==> src/rtl/ieee_fp_adder.sv <==
// rtl/ieee_fp_adder.sv - binary32 adder/subtractor, round-to-nearest-even, one registered stage (optional SUBNORMAL_EN)
module ieee_fp_adder (
    input  logic        clk,
    input  logic        rst_n,
    input  logic [31:0] number1,
    input  logic [31:0] number2,
    input  logic        op,
    output logic [31:0] result
);

    localparam logic [31:0] QNAN = 32'h7FC0_0000;

    // Unpacked operands; B's sign already reflects the requested operation
    logic        sa, sb;
    logic [7:0]  ea, eb;
    logic [22:0] fa, fb;
    logic        nan_a, nan_b, inf_a, inf_b, zero_a, zero_b;
    logic        hid_a, hid_b;
    logic [7:0]  eeff_a, eeff_b;

    assign sa = number1[31];
    assign sb = number2[31] ^ op;
    assign ea = number1[30:23];
    assign eb = number2[30:23];
    assign fa = number1[22:0];
    assign fb = number2[22:0];

    assign nan_a = (ea == 8'hFF) && (fa != 23'd0);
    assign nan_b = (eb == 8'hFF) && (fb != 23'd0);
    assign inf_a = (ea == 8'hFF) && (fa == 23'd0);
    assign inf_b = (eb == 8'hFF) && (fb == 23'd0);

`ifdef SUBNORMAL_EN
    // Subnormals carry a hidden 0 and sit at effective exponent 1
    assign zero_a = (ea == 8'd0) && (fa == 23'd0);
    assign zero_b = (eb == 8'd0) && (fb == 23'd0);
    assign hid_a  = (ea != 8'd0);
    assign hid_b  = (eb != 8'd0);
    assign eeff_a = (ea == 8'd0) ? 8'd1 : ea;
    assign eeff_b = (eb == 8'd0) ? 8'd1 : eb;
`else
    // Subnormal inputs are indistinguishable from signed zero
    assign zero_a = (ea == 8'd0);
    assign zero_b = (eb == 8'd0);
    assign hid_a  = 1'b1;
    assign hid_b  = 1'b1;
    assign eeff_a = ea;
    assign eeff_b = eb;
`endif

    // Larger magnitude goes to the "l" side so the subtraction never goes negative
    logic        a_ge;
    logic        sl, ss;
    logic [7:0]  el, es, diff;
    logic [23:0] sig_l, sig_s;

    assign a_ge  = number1[30:0] >= number2[30:0];
    assign sl    = a_ge ? sa : sb;
    assign ss    = a_ge ? sb : sa;
    assign el    = a_ge ? eeff_a : eeff_b;
    assign es    = a_ge ? eeff_b : eeff_a;
    assign sig_l = a_ge ? {hid_a, fa} : {hid_b, fb};
    assign sig_s = a_ge ? {hid_b, fb} : {hid_a, fa};
    assign diff  = el - es;

    // Align the smaller significand, keeping guard/round and a sticky OR of everything shifted out
    logic [49:0] wide;
    logic [26:0] aligned;
    always_comb begin
        wide = {sig_s, 26'd0} >> diff;
        if (diff >= 8'd26)
            aligned = {26'd0, |sig_s};
        else
            aligned = {wide[49:24], |wide[23:0]};
    end

    // Magnitude add or subtract depending on the effective signs
    logic        eff_sub;
    logic [27:0] sum;
    assign eff_sub = sl ^ ss;
    assign sum = eff_sub ? ({1'b0, sig_l, 3'b000} - {1'b0, aligned})
                         : ({1'b0, sig_l, 3'b000} + {1'b0, aligned});

    // Leading-zero count of the non-carry part; 27 means the sum is zero
    logic [4:0] lz;
    always_comb begin
        lz = 5'd27;
        for (int i = 0; i < 27; i++)
            if (sum[i]) lz = 5'(26 - i);
    end

    // Normalize: a carry shifts right, otherwise shift out the leading zeros
    logic [4:0]        shamt;
    logic [26:0]       norm;
    logic signed [9:0] exp_n;
    always_comb begin
`ifdef SUBNORMAL_EN
        // Never normalize below exponent 1; what is left over becomes a subnormal
        if ({3'b000, lz} < el)
            shamt = lz;
        else
            shamt = 5'(el - 8'd1);
`else
        shamt = lz;
`endif
        if (sum[27]) begin
            norm  = {sum[27:2], sum[1] | sum[0]};
            exp_n = {2'b00, el} + 10'd1;
        end else begin
            norm  = sum[26:0] << shamt;
            exp_n = {2'b00, el} - {5'd0, shamt};
        end
    end

    // Round to nearest even; a carry out of the significand bumps the exponent
    logic              round_up;
    logic [24:0]       rounded;
    logic [23:0]       mant_f;
    logic signed [9:0] exp_f;
    always_comb begin
        round_up = norm[2] & (norm[1] | norm[0] | norm[3]);
        rounded  = {1'b0, norm[26:3]} + {24'd0, round_up};
        if (rounded[24]) begin
            mant_f = rounded[24:1];
            exp_f  = exp_n + 10'sd1;
        end else begin
            mant_f = rounded[23:0];
            exp_f  = exp_n;
        end
    end

    // Pack the arithmetic result, covering zero, underflow and overflow
    logic [31:0] arith;
    always_comb begin
        if (sum == 28'd0)
            arith = 32'h0000_0000;
`ifndef SUBNORMAL_EN
        else if (exp_n <= 10'sd0)
            arith = {sl, 31'd0};
`endif
        else if (exp_f >= 10'sd255)
            arith = {sl, 8'hFF, 23'd0};
        else if (!mant_f[23])
            arith = {sl, 8'd0, mant_f[22:0]};
        else
            arith = {sl, exp_f[7:0], mant_f[22:0]};
    end

    // Special operands take priority over the arithmetic path
    logic [31:0] next_result;
    always_comb begin
        if (nan_a || nan_b)
            next_result = QNAN;
        else if (inf_a && inf_b && (sa != sb))
            next_result = QNAN;
        else if (inf_a)
            next_result = {sa, 8'hFF, 23'd0};
        else if (inf_b)
            next_result = {sb, 8'hFF, 23'd0};
        else if (zero_a && zero_b)
            next_result = {sa & sb, 31'd0};
        else if (zero_a)
            next_result = {sb, number2[30:0]};
        else if (zero_b)
            next_result = number1;
        else
            next_result = arith;
    end

    // Single output register: result follows the inputs one edge later
    always_ff @(posedge clk or negedge rst_n) begin
        if (!rst_n)
            result <= 32'h0000_0000;
        else
            result <= next_result;
    end

endmodule

==> config.mk <==
export PLATFORM = sky130hd
export DESIGN_NAME = ieee_fp_adder
export DESIGN_NICKNAME = d
export VERILOG_FILES = /design/src/rtl/ieee_fp_adder.sv
export SDC_FILE = /design/constraint.sdc
export NUM_CORES = 1
export LEC_CHECK = 0
export ABC_AREA = 1
export BUFFER_PORTS_ARGS = -buffer_cell sky130_fd_sc_hd__buf_2
export CAP_MARGIN = 25
export CORE_UTILIZATION = 58
export CTS_CLUSTER_DIAMETER = 30
export CTS_CLUSTER_SIZE = 24
export DETAILED_ROUTE_END_ITERATION = 10
export PLACE_DENSITY = 0.9
export RECOVER_POWER = 100
export SYNTH_ARGS = -nofsm -noshare
export SYNTH_HDL_FRONTEND = slang
export SYNTH_SLANG_ARGS = --single-unit
==> constraint.sdc <==
create_clock -name clk -period 0.8 [get_ports clk]
set_input_delay 0.12 -clock clk [delete_from_list [all_inputs] [get_ports clk]]
set_output_delay 0.12 -clock clk [all_outputs]
set_load 0.02 [all_outputs]
==> implementation parameters, run 1 <==
Parameter                              Value

Outcome
  Result of the run    stopped before the end
  Stopped at    clock tree synthesis (4_1_cts)
  Log Error    [ERROR DPL-0033] detailed placement checks failed during check placement.

Synth
  Number of distinct library cell variants in the gate-level netlist after synthesis    65
  Combined area of all synthesized cells    12100 µm²
  Number of enable-type register cells in the synthesized netlist    0
  Fraction of synthesis flops using an asynchronous set or reset pin    100%
  Dominant register cell in the synthesized netlist    dfrtp_1
  Synthesis warning total    0
  Mean cell area of the mapped netlist    5.39 µm²
  Sequential element share of the synthesized area    6.64%
  Post-Synthesis Net Count    2398
  Number of cells produced by synthesis    between 2k and 2.5k
  Flops & latches, synth    32

Floorplanning
  Die extent in x    146 µm
  Die outline height    around 150 µm
  Cell Rows    52
  Initial cell density of the core    59.4%
  Number of I/O pins    99

CTS
  Hold Buf Count CTS    1
  Post-CTS sizing    370
  Root buf cell    clkbuf_16
  Post-CTS repair timing setup buffer count    84
  H-tree depth reported by CTS    2
  TritonCTS buffer count    5
  Number of buffers between clock root and the deepest sink    2
  Clk sink count    32

Placed design
  Area of placed instances    17400 µm²
  Routability congestion estimate    1.23
  Input/output buffers    98
  Post-DP HPWL    57.9 mm
  Worst slack at placement    -9890 ps
[synth_stat cells, drive strengths merged, types with 2 or more instances]
library cell / n / area, µm²
a21oi: 136 / 703
clkinv: 6 / 23.8
nor4: 13 / 87.6
fa: 2 / 40.0
clkbuf: 35 / 131
nand3: 358 / 1850
o21ai: 148 / 782
xor2: 43 / 448
inv: 272 / 1030
dfrtp: 32 / 801
nand4: 74 / 463
and2: 5 / 31.3
nand2: 727 / 2850
a31oi: 4 / 25.0
xnor2: 8 / 70.1
buf: 60 / 388
mux2i: 2 / 20.0
o211ai: 5 / 42.5
or2: 5 / 31.3
a21o: 6 / 45.0
o22ai: 9 / 56.3
nor2: 147 / 614
a21boi: 3 / 26.3
nor3: 26 / 163
o21bai: 7 / 52.6
o31ai: 3 / 22.5
ha: 90 / 1130
[cells by family after synthesis]
family	synth area share [%]
AO/OA/AOI/OAI	15.4
AND/OR/NAND/NOR	50.8
flip-flops	6.64
XOR/XNOR	4.29
multiplexers	0.166
adder cells (fa/ha/maj)	9.67
buffers and inverters	13.0
[through the flow]
stage | cells | setup TNS (ps) | util (%) | hold slack, ps
2_1_floorplan | 2239 | -249590 | - | -176
3_3_place_gp | 3094 | -264740 | 85.5 | 82.1
3_5_place_dp | 3094 | -312000 | 85.5 | 85.5
==> run 2, diff against run 1 <==
Settings changed: CORE_UTILIZATION 58 to 40, CTS_CLUSTER_DIAMETER 30 to not set, CTS_CLUSTER_SIZE 24 to not set, PLACE_DENSITY 0.9 to not set, PLACE_DENSITY_LB_ADDON set to 0.15.
Clock period 0.8 ns to 1.05 ns, I/O delays scaled along.
==> run 2 against run 1 <==
Against the previous run: the flow now finishes, with violations (negative setup slack); area after synthesis did not move; synthesized cell count unchanged.
==> implementation parameters, run 2 <==
Parameter                              Value

Outcome
  Result of the run    finished, violations left (was stopped before the end)
  Violations in the final reports    negative setup slack

Critical path
  Worst Setup SP    number2[28]
  Delay contributed by the slowest stage of the critical path    420 ps
  Kind of start point of the critical path    input pin
  Cell type group with the largest total delay on the critical path    simple AND/OR/NAND/NOR gates
  Path length in cells of the critical path    78
  Kind of critical path    input pin to flop
  Worst Path Buf+Inv    14
  Worst-path fanout max    6
  CP arrival    between 9000 and 10000 ps
  CP max-delay cell    fa_2
  Sort of element at the end of the critical path    flop
  Critical Path Sink    result[20]
  Critical Path RT    ~1300 ps
  Library cell appearing most often on the critical path    nand2_2

Synth
  Main combinational cell family by area after synthesis    simple AND/OR/NAND/NOR gates (unchanged)
  Combined area of all synthesized cells    12100 µm² (unchanged)
  Top cell type's share of synthesized area    21.6% (unchanged)
  Number of cells produced by synthesis    2239 (unchanged)
  Most frequently used cell type in the post-synthesis netlist    nand2_1 (unchanged)
  Cell type with the largest total area after synthesis    nand2_1 (unchanged)
  Number of enable-type register cells in the synthesized netlist    0 (unchanged)
  Share of synthesized cell area in and, or, nand and nor gates    50.8% (unchanged)
  Portion of netlist area occupied by mux cells    0.166% (unchanged)
  Commonest cells in the netlist    nand2_1 (694), nand3_1 (350), inv_1 (237) (unchanged)
  Parity-gate share of the synthesized area counting xor and xnor cells    4.29% (unchanged)
  Post-Synthesis Net Count    2398 (unchanged)
  Number of distinct library cell variants in the gate-level netlist after synthesis    65 (unchanged)
  Adder-cell share of the synthesized area    9.67% (unchanged)
  Compound-gate portion of the synthesized area    15.4% (unchanged)
  Synthesis warning total    0 (unchanged)
  Sequential element share of the synthesized area    6.64% (unchanged)
  Dominant register cell in the synthesized netlist    dfrtp_1 (unchanged)
  Leading post-synthesis cells by cell area    nand2_1 (22%), nand3_1 (15%), ha_1 (9.3%) (unchanged)
  Fraction of synthesis flops using an asynchronous set or reset pin    100% (unchanged)
  Mean cell area of the mapped netlist    5.39 µm² (unchanged)
  Flops & latches, synth    32 (unchanged)

CTS
  Clk sink count    32 (unchanged)
  TritonCTS buffer count    5 (unchanged)
  Clock-pin slew on the worst setup and hold paths    around 50 ps
  Number of buffers between clock root and the deepest sink    2 (unchanged)
  H-tree depth reported by CTS    2 (unchanged)
  Clock tree from TritonCTS    done
  Root buf cell    clkbuf_16 (unchanged)

Final layout
  Highest-count cells in the layout ignoring fill and taps    buf_4 (698), nand2_1 (628), nand3_1 (291), inv_1 (192), nor2_1 (114)
  Number of nets in the layout    between 3k and 4k
  Most common cell after layout, fill and taps aside    buf_4
  Total area of sequential cells    between 800 and 900 µm²
  Register with the highest flop count    result
  Number of standard cells in the final layout excluding fillers    ~3.4k
  Area of all placed cells without fillers    20200 µm²
  Number of flip-flops in the largest register    32
  Registers with the most flip-flops    result (32)
  Total area of multi-input combinational cells    11300 µm²
  Fill count    roughly 2.7k
  Area delta synth->final    67.7%
  Proportion of layout cells with a drive suffix above 1    41.9%

GRT
  Initial antenna violation count    3
  Maximum number of pins on one net before global-route repair    31
  Combined global-route utilization of all metal layers    37.8%
  Wire length of the first global-routing pass    91.6 mm
  Via count of the first global-routing pass    17.1k
  Total global routing overflow    0

Placed design
  Placed cells    3278 (was 3094)
  Area of placed instances    18000 µm² (was 17400 µm²)
  Routability congestion estimate    1.09 (was 1.23)
  Input/output buffers    98 (unchanged)
  Post-DP HPWL    49.4 mm (was 57.9 mm)

Route
  Per-cell via count in the routed design    5.44
  DRC violation total after the first TritonRoute iteration    1944
  Average detailed-routed wire length per instance    18.1 µm
  DRC Markers    0
  Via count    18.4k
  Final antenna-violating net count    0
  First-pass iteration count of the detailed router    8
  Routed WL    61.1 mm

Worst hold path
  Hold Path Class    input pin to flop
  Worst Hold Depth    3

Timing
  Unrepaired setup endpoints after global routing    true
  Minimum clock period    9340 ps
  Number of max-slew violations in the final report    0
  Final setup viols    32
  Worst-case setup margin in the final layout    -8290 ps
  Upper clock frequency limit    107 MHz
  Number of endpoints with negative hold slack in the final report    0
  Tcrit/Tclk final    890%
  Relative max-transition margin    47.7%
  Hold slack    239 ps
  Worst-Margin Slew    776 ps
  Post-Route Setup TNS    -261010 ps

Power
  Net switching component of the power    21.6 mW
  Sw Share    52.7%
  Fraction of power consumed by sequential logic    under 10%
  Clock network fraction of design power    4.0%
  Proportion of power drawn by combinational gates    90.5%
  Leakage power    10.8 nW
  Internal power    19.3 mW
  Power per cell area    2020 nW/µm²
  Worst vdd rail ir drop    1.10 mV

Floorplanning
  Die extent in x    176 µm (was 146 µm)
  Initial cell density of the core    40.7% (was 59.4%)
  Area of the die    30900 µm²
  Number of I/O pins    99 (unchanged)
  CORE AREA    29600 µm²
  Cell Rows    63 (was 52)
  Die outline height    176 µm (was 146 µm)

Run
  Number of maximum-capacitance constraint violations    0
## run 2: cell counts after synthesis
No cell type changed its count.
## run 2: power by group through the flow
| stage | combinational (mW) | clock, mW | sequential, mW |
|---|---|---|---|
| 6_report | 37.0 | 1.63 | 2.25 |
| 5_1_grt | 39.9 | 1.68 | 2.25 |
| 4_1_cts | 34.5 | 1.62 | 2.20 |
| 3_5_place_dp | 32.3 | 0 | 2.22 |
| 3_3_place_gp | 32.1 | 0 | 2.23 |
| 2_1_floorplan | 16.3 | 0 | 2.81 |
## run 2: worst min-delay path by stage
stage	end	slack, ps	from
floorplan	result[0]	-140	rst_n
global placement	result[25]	80	rst_n
global route	result[5]	280	number2[5]
detailed placement	result[17]	80	rst_n
finish	result[5]	240	number2[5]
CTS	result[5]	240	number2[5]
## run 2: cells by family after synthesis
| group | count (synthesis) |
|---|---|
| xor gates and xnor gates | 51 |
| and+or+nand+nor | 1358 |
| muxes | 2 |
| DFF | 32 |
| adders and majority gates | 92 |
| AOI/OAI and AO/OA | 331 |
| buffers and inverters | 373 |
## run 2: repair_timing
action | in CTS | in global routing
gates resized for setup | 159 | 170
pin swaps | 51 | 130
cloned | 5 | 1
endpoints found under the hold margin | 13 | 0
hold buffers | 1 | 0
setup endpoints to repair | 32 | 32
buffers inserted | 50 | 38
## run 2: layout make-up
cell class,instances,share of cell area [%]
Antenna cell,3,0.0371
Clock inverter,2,0.173
Multi-Input combinational cell,1837,55.8
Inverter,278,5.52
Sequential cell,32,3.96
Clock buffer,6,0.637
Timing Repair Buffer,832,31.5
Tap cell,390,2.41
## run 2: stage by stage
| step | utilization [%] | setup WS, ps | power, mW |
|---|---|---|---|
| after global routing | 68.3 | -8910 | 43.8 |
| after CTS | 65.2 | -7890 | 38.3 |
| after global placement | 60.7 | -8640 | 34.3 |
| final | 68.3 | -8290 | 40.9 |
| after floorplan | - | -7720 | 19.1 |
| after detailed placement | 60.7 | -8770 | 34.5 |
## run 2: layer usage
| layer | vias up | routed length (µm) | GRT usage [%] | part of all wire, % |
|---|---|---|---|---|
| met3 | 184 | 4640 | 3.83 | 7.6 |
| li1 | 8910 | - | - | - |
| met4 | 0 | 3080 | 17.7 | 5.1 |
| met1 | 8394 | 25500 | 50.2 | 42 |
| met2 | 885 | 27800 | 61.2 | 46 |
| met5 | - | 0 | 0 | 0 |
(Power assumes the default switching activity.)
